==> src/rtl/alu_operand_stage.sv <==
// Decode-to-execute boundary: ALU operand/function selection feeding a 2-entry skid buffer.
// The head entry drives the ALU inputs directly; in_ready depends only on flops.
package alu_operand_stage_pkg;
  localparam int unsigned FUN_W  = 10;
  localparam int unsigned TYPE_W = 6;

  // One-hot instruction type bit positions, {J,I,U,B,S,R}
  localparam int unsigned T_R = 0;
  localparam int unsigned T_S = 1;
  localparam int unsigned T_B = 2;
  localparam int unsigned T_U = 3;
  localparam int unsigned T_I = 4;
  localparam int unsigned T_J = 5;

  localparam logic [FUN_W-1:0] FUN_SUB = 10'h020;

  // Buffer occupancy encoded as {head_valid, skid_valid}
  typedef enum logic [1:0] {
    EMPTY = 2'b00,
    ONE   = 2'b10,
    FULL  = 2'b11
  } buf_state_e;
endpackage

module alu_operand_stage #(
  parameter int unsigned WIDTH = 32,
  parameter int unsigned TAG_W = 5
) (
  input  logic             clk,
  input  logic             rst_n,
  input  logic             flush,
  input  logic             in_valid,
  output logic             in_ready,
  input  logic [9:0]       in_fun,
  input  logic [5:0]       in_type,
  input  logic             in_auipc,
  input  logic [WIDTH-1:0] in_pc,
  input  logic [WIDTH-1:0] in_rs1,
  input  logic [WIDTH-1:0] in_rs2,
  input  logic [WIDTH-1:0] in_imm,
  input  logic [TAG_W-1:0] in_tag,
  output logic             out_valid,
  input  logic             out_ready,
  output logic [9:0]       alu_fun,
  output logic [5:0]       alu_type,
  output logic [WIDTH-1:0] alu_in1,
  output logic [WIDTH-1:0] alu_in2,
  output logic [WIDTH-1:0] out_pc,
  output logic [TAG_W-1:0] out_tag
);

  typedef struct packed {
    logic [alu_operand_stage_pkg::FUN_W-1:0]  fun;
    logic [alu_operand_stage_pkg::TYPE_W-1:0] typ;
    logic [WIDTH-1:0]                         in1;
    logic [WIDTH-1:0]                         in2;
    logic [WIDTH-1:0]                         pc;
    logic [TAG_W-1:0]                         tag;
  } entry_t;

  alu_operand_stage_pkg::buf_state_e state_q, state_d;
  entry_t head_q, skid_q, sel;
  logic   push, pop;
  logic   load_head_in, load_head_skid, load_skid;

  // Operand and function canonicalisation; malformed types collapse to add 0+0
  always_comb begin
    sel     = '0;
    sel.pc  = in_pc;
    sel.tag = in_tag;
    if ($onehot(in_type)) begin
      sel.typ = in_type;
      if (in_type[alu_operand_stage_pkg::T_R]) begin
        sel.fun = in_fun;
        sel.in1 = in_rs1;
        sel.in2 = in_rs2;
      end else if (in_type[alu_operand_stage_pkg::T_I]) begin
        sel.fun = {in_fun[9:7], 7'h00};
        sel.in1 = in_rs1;
        sel.in2 = in_imm;
      end else if (in_type[alu_operand_stage_pkg::T_S]) begin
        sel.in1 = in_rs1;
        sel.in2 = in_imm;
      end else if (in_type[alu_operand_stage_pkg::T_B]) begin
        sel.fun = alu_operand_stage_pkg::FUN_SUB;
        sel.in1 = in_rs1;
        sel.in2 = in_rs2;
      end else if (in_type[alu_operand_stage_pkg::T_U]) begin
        sel.in1 = in_auipc ? in_pc : '0;
        sel.in2 = in_imm;
      end else begin
        sel.in1 = in_pc;
        sel.in2 = in_imm;
      end
    end
  end

  assign push = in_valid & in_ready;
  assign pop  = out_valid & out_ready;

  // Buffer state register
  always_ff @(posedge clk or negedge rst_n) begin
    if (!rst_n) begin
      state_q <= alu_operand_stage_pkg::EMPTY;
    end else begin
      state_q <= state_d;
    end
  end

  // Next state and buffer load controls
  always_comb begin
    state_d        = state_q;
    load_head_in   = 1'b0;
    load_head_skid = 1'b0;
    load_skid      = 1'b0;
    case (state_q)
      alu_operand_stage_pkg::EMPTY: begin
        if (push) begin
          load_head_in = 1'b1;
          state_d      = alu_operand_stage_pkg::ONE;
        end
      end
      alu_operand_stage_pkg::ONE: begin
        if (push && pop) begin
          load_head_in = 1'b1;
        end else if (push) begin
          load_skid = 1'b1;
          state_d   = alu_operand_stage_pkg::FULL;
        end else if (pop) begin
          state_d = alu_operand_stage_pkg::EMPTY;
        end
      end
      alu_operand_stage_pkg::FULL: begin
        if (pop) begin
          load_head_skid = 1'b1;
          state_d        = alu_operand_stage_pkg::ONE;
        end
      end
      default: state_d = alu_operand_stage_pkg::EMPTY;
    endcase
    if (flush) begin
      state_d        = alu_operand_stage_pkg::EMPTY;
      load_head_in   = 1'b0;
      load_head_skid = 1'b0;
      load_skid      = 1'b0;
    end
  end

  // Entry storage; contents only cleared by reset, validity lives in state_q
  always_ff @(posedge clk or negedge rst_n) begin
    if (!rst_n) begin
      head_q <= '0;
      skid_q <= '0;
    end else begin
      if (load_head_in) begin
        head_q <= sel;
      end else if (load_head_skid) begin
        head_q <= skid_q;
      end
      if (load_skid) begin
        skid_q <= sel;
      end
    end
  end

  assign out_valid = state_q[1];
  assign in_ready  = ~state_q[0];
  assign alu_fun   = head_q.fun;
  assign alu_type  = head_q.typ;
  assign alu_in1   = head_q.in1;
  assign alu_in2   = head_q.in2;
  assign out_pc    = head_q.pc;
  assign out_tag   = head_q.tag;

endmodule

==> config.mk <==
export PLATFORM = sky130hd
export DESIGN_NAME = alu_operand_stage
export DESIGN_NICKNAME = d
export VERILOG_FILES = /design/src/rtl/alu_operand_stage.sv
export SDC_FILE = /design/constraint.sdc
export NUM_CORES = 1
export LEC_CHECK = 0
export BUFFER_PORTS_ARGS = -buffer_cell sky130_fd_sc_hd__buf_4
export CAP_MARGIN = 20
export CORE_UTILIZATION = 45
export DETAILED_ROUTE_END_ITERATION = 12
export GPL_ROUTABILITY_DRIVEN = 0
export PLACE_DENSITY = 0.79
export RECOVER_POWER = 50
export SLEW_MARGIN = 30
export SYNTH_ARGS = -nofsm -noshare
export SYNTH_HDL_FRONTEND = slang
export SYNTH_SLANG_ARGS = --single-unit
export TNS_END_PERCENT = 10
==> constraint.sdc <==
create_clock -name clk -period 4.9 [get_ports clk]
set_input_delay 0.245 -clock clk [delete_from_list [all_inputs] [get_ports clk]]
set_output_delay 0.245 -clock clk [all_outputs]
set_load 0.02 [all_outputs]
* Word level (Yosys, flattened, before mapping)
Cells that the tools add are included.
Word-level totals: register bits after elaboration 236, input bits 155, logic and storage cells 62
Operators by class: $add $sub $neg 5, eq/ne operators 7, mux-type cells 30, bitwise operators 3, reductions and logical operators 4
Operator list (count):
- $mux 64 | 5
- $mux 117 | 2
- $mux 80 | 1
- $mux 32 | 1
- $mux 10 | 2
- $mux 2 | 6
- $mux 6 | 2
- $mux 1 | 9
- $ne 3x3->1 const B | 3
- $add 1x1->2 | 3
- $pmux 2 s3 | 1
- $eq 2x2->1 const B | 2
- $ne 4x4->1 const B | 1
- $reduce_and 4->1 | 1
- $add 2x2->3 | 1
- $add 3x2->3 | 1
- $eq 3x1->1 const B | 1
- $and 1x1->1 | 2
- $logic_not 2->1 | 1
- $pmux 1 s2 | 1
- $reduce_bool 2->1 | 1
- $logic_and 1x1->1 | 1
- $not 1->1 | 1

* Logic depth before layout (Yosys ltp)
word-level depth 8, depth in mapped cells 11

* Least setup slack after synthesis
OpenSTA, ideal clock, no wires.
kind input to register, start input in_type[0], end register head_q (netlist bit alu_in1[28]), setup time 0.077 ns, arrival time 3.097 ns, required time 4.823 ns, path slack 1.725 ns, stages on the path 11, buffers on the path 2, cell sequence inv_1 -> fa_1 -> fa_1 -> inv_1 -> ha_1 -> fa_1 -> or3b_2 -> buf_2 -> buf_2 -> a21o_1 -> a21oi_1
On the way: cells in the longest elaborated chain, start to end 6
Ends and longest elaborated chain:
- start: declaration | line 35 | input logic [5:0] in_type,
- $add 1x1->2 (not written as such) | line 71 | if ($onehot(in_type)) begin
- $add 2x2->3 (not written as such) | line 71
- $add 3x2->3 (not written as such) | line 71
- $eq 3x1->1 | line 71
- $mux 80 * | line 71
- $mux 117 * | line 155 | if (load_head_in) begin
- end signal: assignment | line 156 | head_q <= sel;
- end signal: assignment | line 158 | head_q <= skid_q;
- end: declaration | line 62 | entry_t head_q, skid_q, sel;
Every way passes the cells marked *; elsewhere a longest branch is shown, timed or not. A chain may end at the register's enable or synchronous reset.

* Worst setup path after layout
start input in_type[3], end register skid_q[109] (netlist bit)
On the way: cells in the longest elaborated chain, start to end 5
Ends and longest elaborated chain:
- $add 1x1->2 (not written as such) | line 71
- $add 2x2->3 (not written as such) | line 71
- $add 3x2->3 (not written as such) | line 71
- $eq 3x1->1 | line 71
- $mux 80 | line 71
- end signal: assignment | line 161 | skid_q <= sel;
- end: declaration | line 62
No other way between the ends.

==> out/qor.txt <==
setup bufs post-CTS = 0
min cycle time layout = 3970 ps
CTS max path bufs = 3
largest family of logic cells by synthesized area = multiplexers
Layout area overhead = 27.7%
Cell Area, Placed = 0.0135 mm^2
GRT overflow = 0
worst hold slack = 27.0 ps
Chip Width = 160 um
Synth Area in Compound Gates = 0.116
Final Power = 8.10 mW
Post-synth EDFFs = 0
Core Util, Final = 0.588
worst slew pin tran = 2440 ps
Combinational Power Share = 0.363
fraction of layout cells with a size suffix above 1 = 0.254
status = finished, violations left
library cells used by synthesis = 35
final hold violation count = 0
Worst setup EP type = flop
pre-CTS setup slack = 886 ps
Core ar. = 0.0245 mm^2
Post-Syn Nets = 1278
Routed Antenna Nets = 0
worst skew pair latency = 520 ps
xor-xnor portion of the synthesized cell area = 0
DIE HEIGHT = 160 um
die area = 0.0257 mm^2
io pins = 274
Hold Startpoint = in_type[1]
largest net degree at the start of global routing = 141
CTS tree = built
Post-synth ARST share = 1.00
dpl cells = 1640
drc violations = 0
Flop pwr share = 0.407
initial antenna violation count = 0
final setup violation count = 0
type of the most critical hold path = in2reg
Mapped Avg Cell Area = 10.1 um^2
WP data required = 5320 ps
Max Fclk = 252 MHz
P per Cell Area = 563 mW/mm^2
Layout Cells excl Fill = 1735
cts hold-fix bufs = 50
most common cell after layout, fill and taps aside = dfrtp_1
Max-slew headroom = -0.624
Switching Fraction = 0.374
most used cells in the layout excluding fill and tap cells = 236 x dfrtp_1, 225 x nand2_1, 159 x buf_4
Max FO, Critical Path = 38
TNS Setup = 0 ps
fin area = 0.0144 mm^2
H-tree depth = 1
number of global-route vias before repair = 8984
P_leak = 6.57 nW
number of synthesized register bits = 236
dpl hpwl = 18.2 mm
r2r startpoint = state_q[1]
Yosys top cell area share = 0.524
Clock Skew = 8.54 ps
synth top area cells = dfrtp_1 52%, mux2_2 14%, nand2_1 7.5%
simple-gate share of the synthesized area = 0.126
Setup CP Type = in2reg
clk sinks = 236
global-route wire length before repair = 46.1 mm
setup ws final = 932 ps
multiplexer share of the synthesized area = 0.183
synthesized netlist cell count = 1115
Top FF cell, synth = dfrtp_1
DRT Wirelength = 28.4 mm
synth warn = 0
Int Power = 5.07 mW
Clk network pwr share = 0.230
fin crit share = 0.810
Final #Nets = 1558
worst vdd ir = 319 uV
total CTS buffers = 27
DRT iter0 DRCs = 530
CP Data Arrival Time = 4390 ps
Seq/Total Area, Yosys = 0.524
vias per std cell = 5.22
CTS root buffer = clkbuf_16
n_diodes = 0
crit path launch = in_type[3]
# resized after CTS = 0
dominant cell type by area after synthesis = dfrtp_1
RSZ-0062 raised after global routing = false
Site Rows = 57
Adder-Cell Fraction of Synth Area = 0.0109
global-route usage over all layers = 0.219
critical path launch point type = primary input
switching power total = 3.03 mW
first-pass detailed-route iteration total = 5
max cap viols = 1
Initial Utilization = 0.461
fill count = 2115
Pins Over Slew Limit = 97
via count = 9059
Port Buf Inserts = 273
Syn Std Cell Area = 0.0113 mm^2
post-DR wirelength/cell = 16.4 um
Reg clk slew, reported paths = 60 ps
failing checks = max-capacitance violations, max-slew violations
## registers in the layout (all words and copies together), names as in the netlist
register and flops:
out_tag 5, alu_type 6, state_q 2, alu_in2 32, alu_fun 10, skid_q 117, out_pc 32, alu_in1 32
## routing by layer
layer,track usage,up-vias,routed length (um),part of all wire
met3,0.0527,43,2120,0.074
met4,0.0576,0,611,0.021
li1,-,4362,-,-
met1,0.289,4342,12200,0.43
met5,0,-,0,0
met2,0.361,312,13500,0.47
## cells by family after synthesis
group / count (synthesis)
DFF: 236
adders and majority gates: 8
AOI/OAI and AO/OA: 239
muxes: 188
and+or+nand+nor: 350
buffers and inverters: 94
## worst paths after layout
| kind | to | slack [ps] | depth (start not counted) |
|---|---|---|---|
| min in group asynchronous | out_pc[12] | 990 | 2 |
| setup / recovery | skid_q[109] | 930 | 12 |
| setup reg to reg | skid_q[101] | 2450 | 5 |
| hold / removal | alu_type[1] | 30 | 3 |
| max in group asynchronous | skid_q[41] | 2230 | 3 |
| hold reg to reg | skid_q[63] | 480 | 2 |
## worst max-delay path, stage by stage
cell,delay (ps)
dlygate4sd3_1,570
buf_4,150
inv_1,90
fa_1,430
fa_1,490
inv_1,40
ha_1,190
fa_1,530
or3b_2,850
nor2_2,460
nand2_1,120
o21ai_0,210
## cells in the mapped netlist, drive strengths merged (2+ instances only)
master,count
mux2,145
a31oi,2
clkbuf,28
dfrtp,236
nor2,77
nand3,37
nand2b,2
a21oi,78
mux2i,43
or3b,2
inv,10
o31ai,4
nand2,225
ha,5
o21ai,120
buf,56
fa,3
a21o,32
## cell type report
class | count | area, um^2 | share of cell area
timing repair buffer | 335 | 2260 | 0.157
inverter | 10 | 37.5 | 0.00261
multi-input combinational | 785 | 4950 | 0.344
clock buffer | 41 | 798 | 0.0555
tap | 324 | 405 | 0.0282
sequential | 236 | 5910 | 0.411
clock inverter | 4 | 26.3 | 0.00183
## power by group through the flow
stage | clock, mW | sequential (mW) | combinational (mW)
2_1_floorplan | 0 | 3.83 | 1.44
3_3_place_gp | 0 | 3.28 | 3.23
3_5_place_dp | 0 | 3.33 | 3.31
4_1_cts | 1.91 | 3.31 | 3.36
5_1_grt | 1.98 | 3.41 | 3.25
6_report | 1.86 | 3.30 | 2.94
Note: power is estimated with default switching activity, not from simulation.
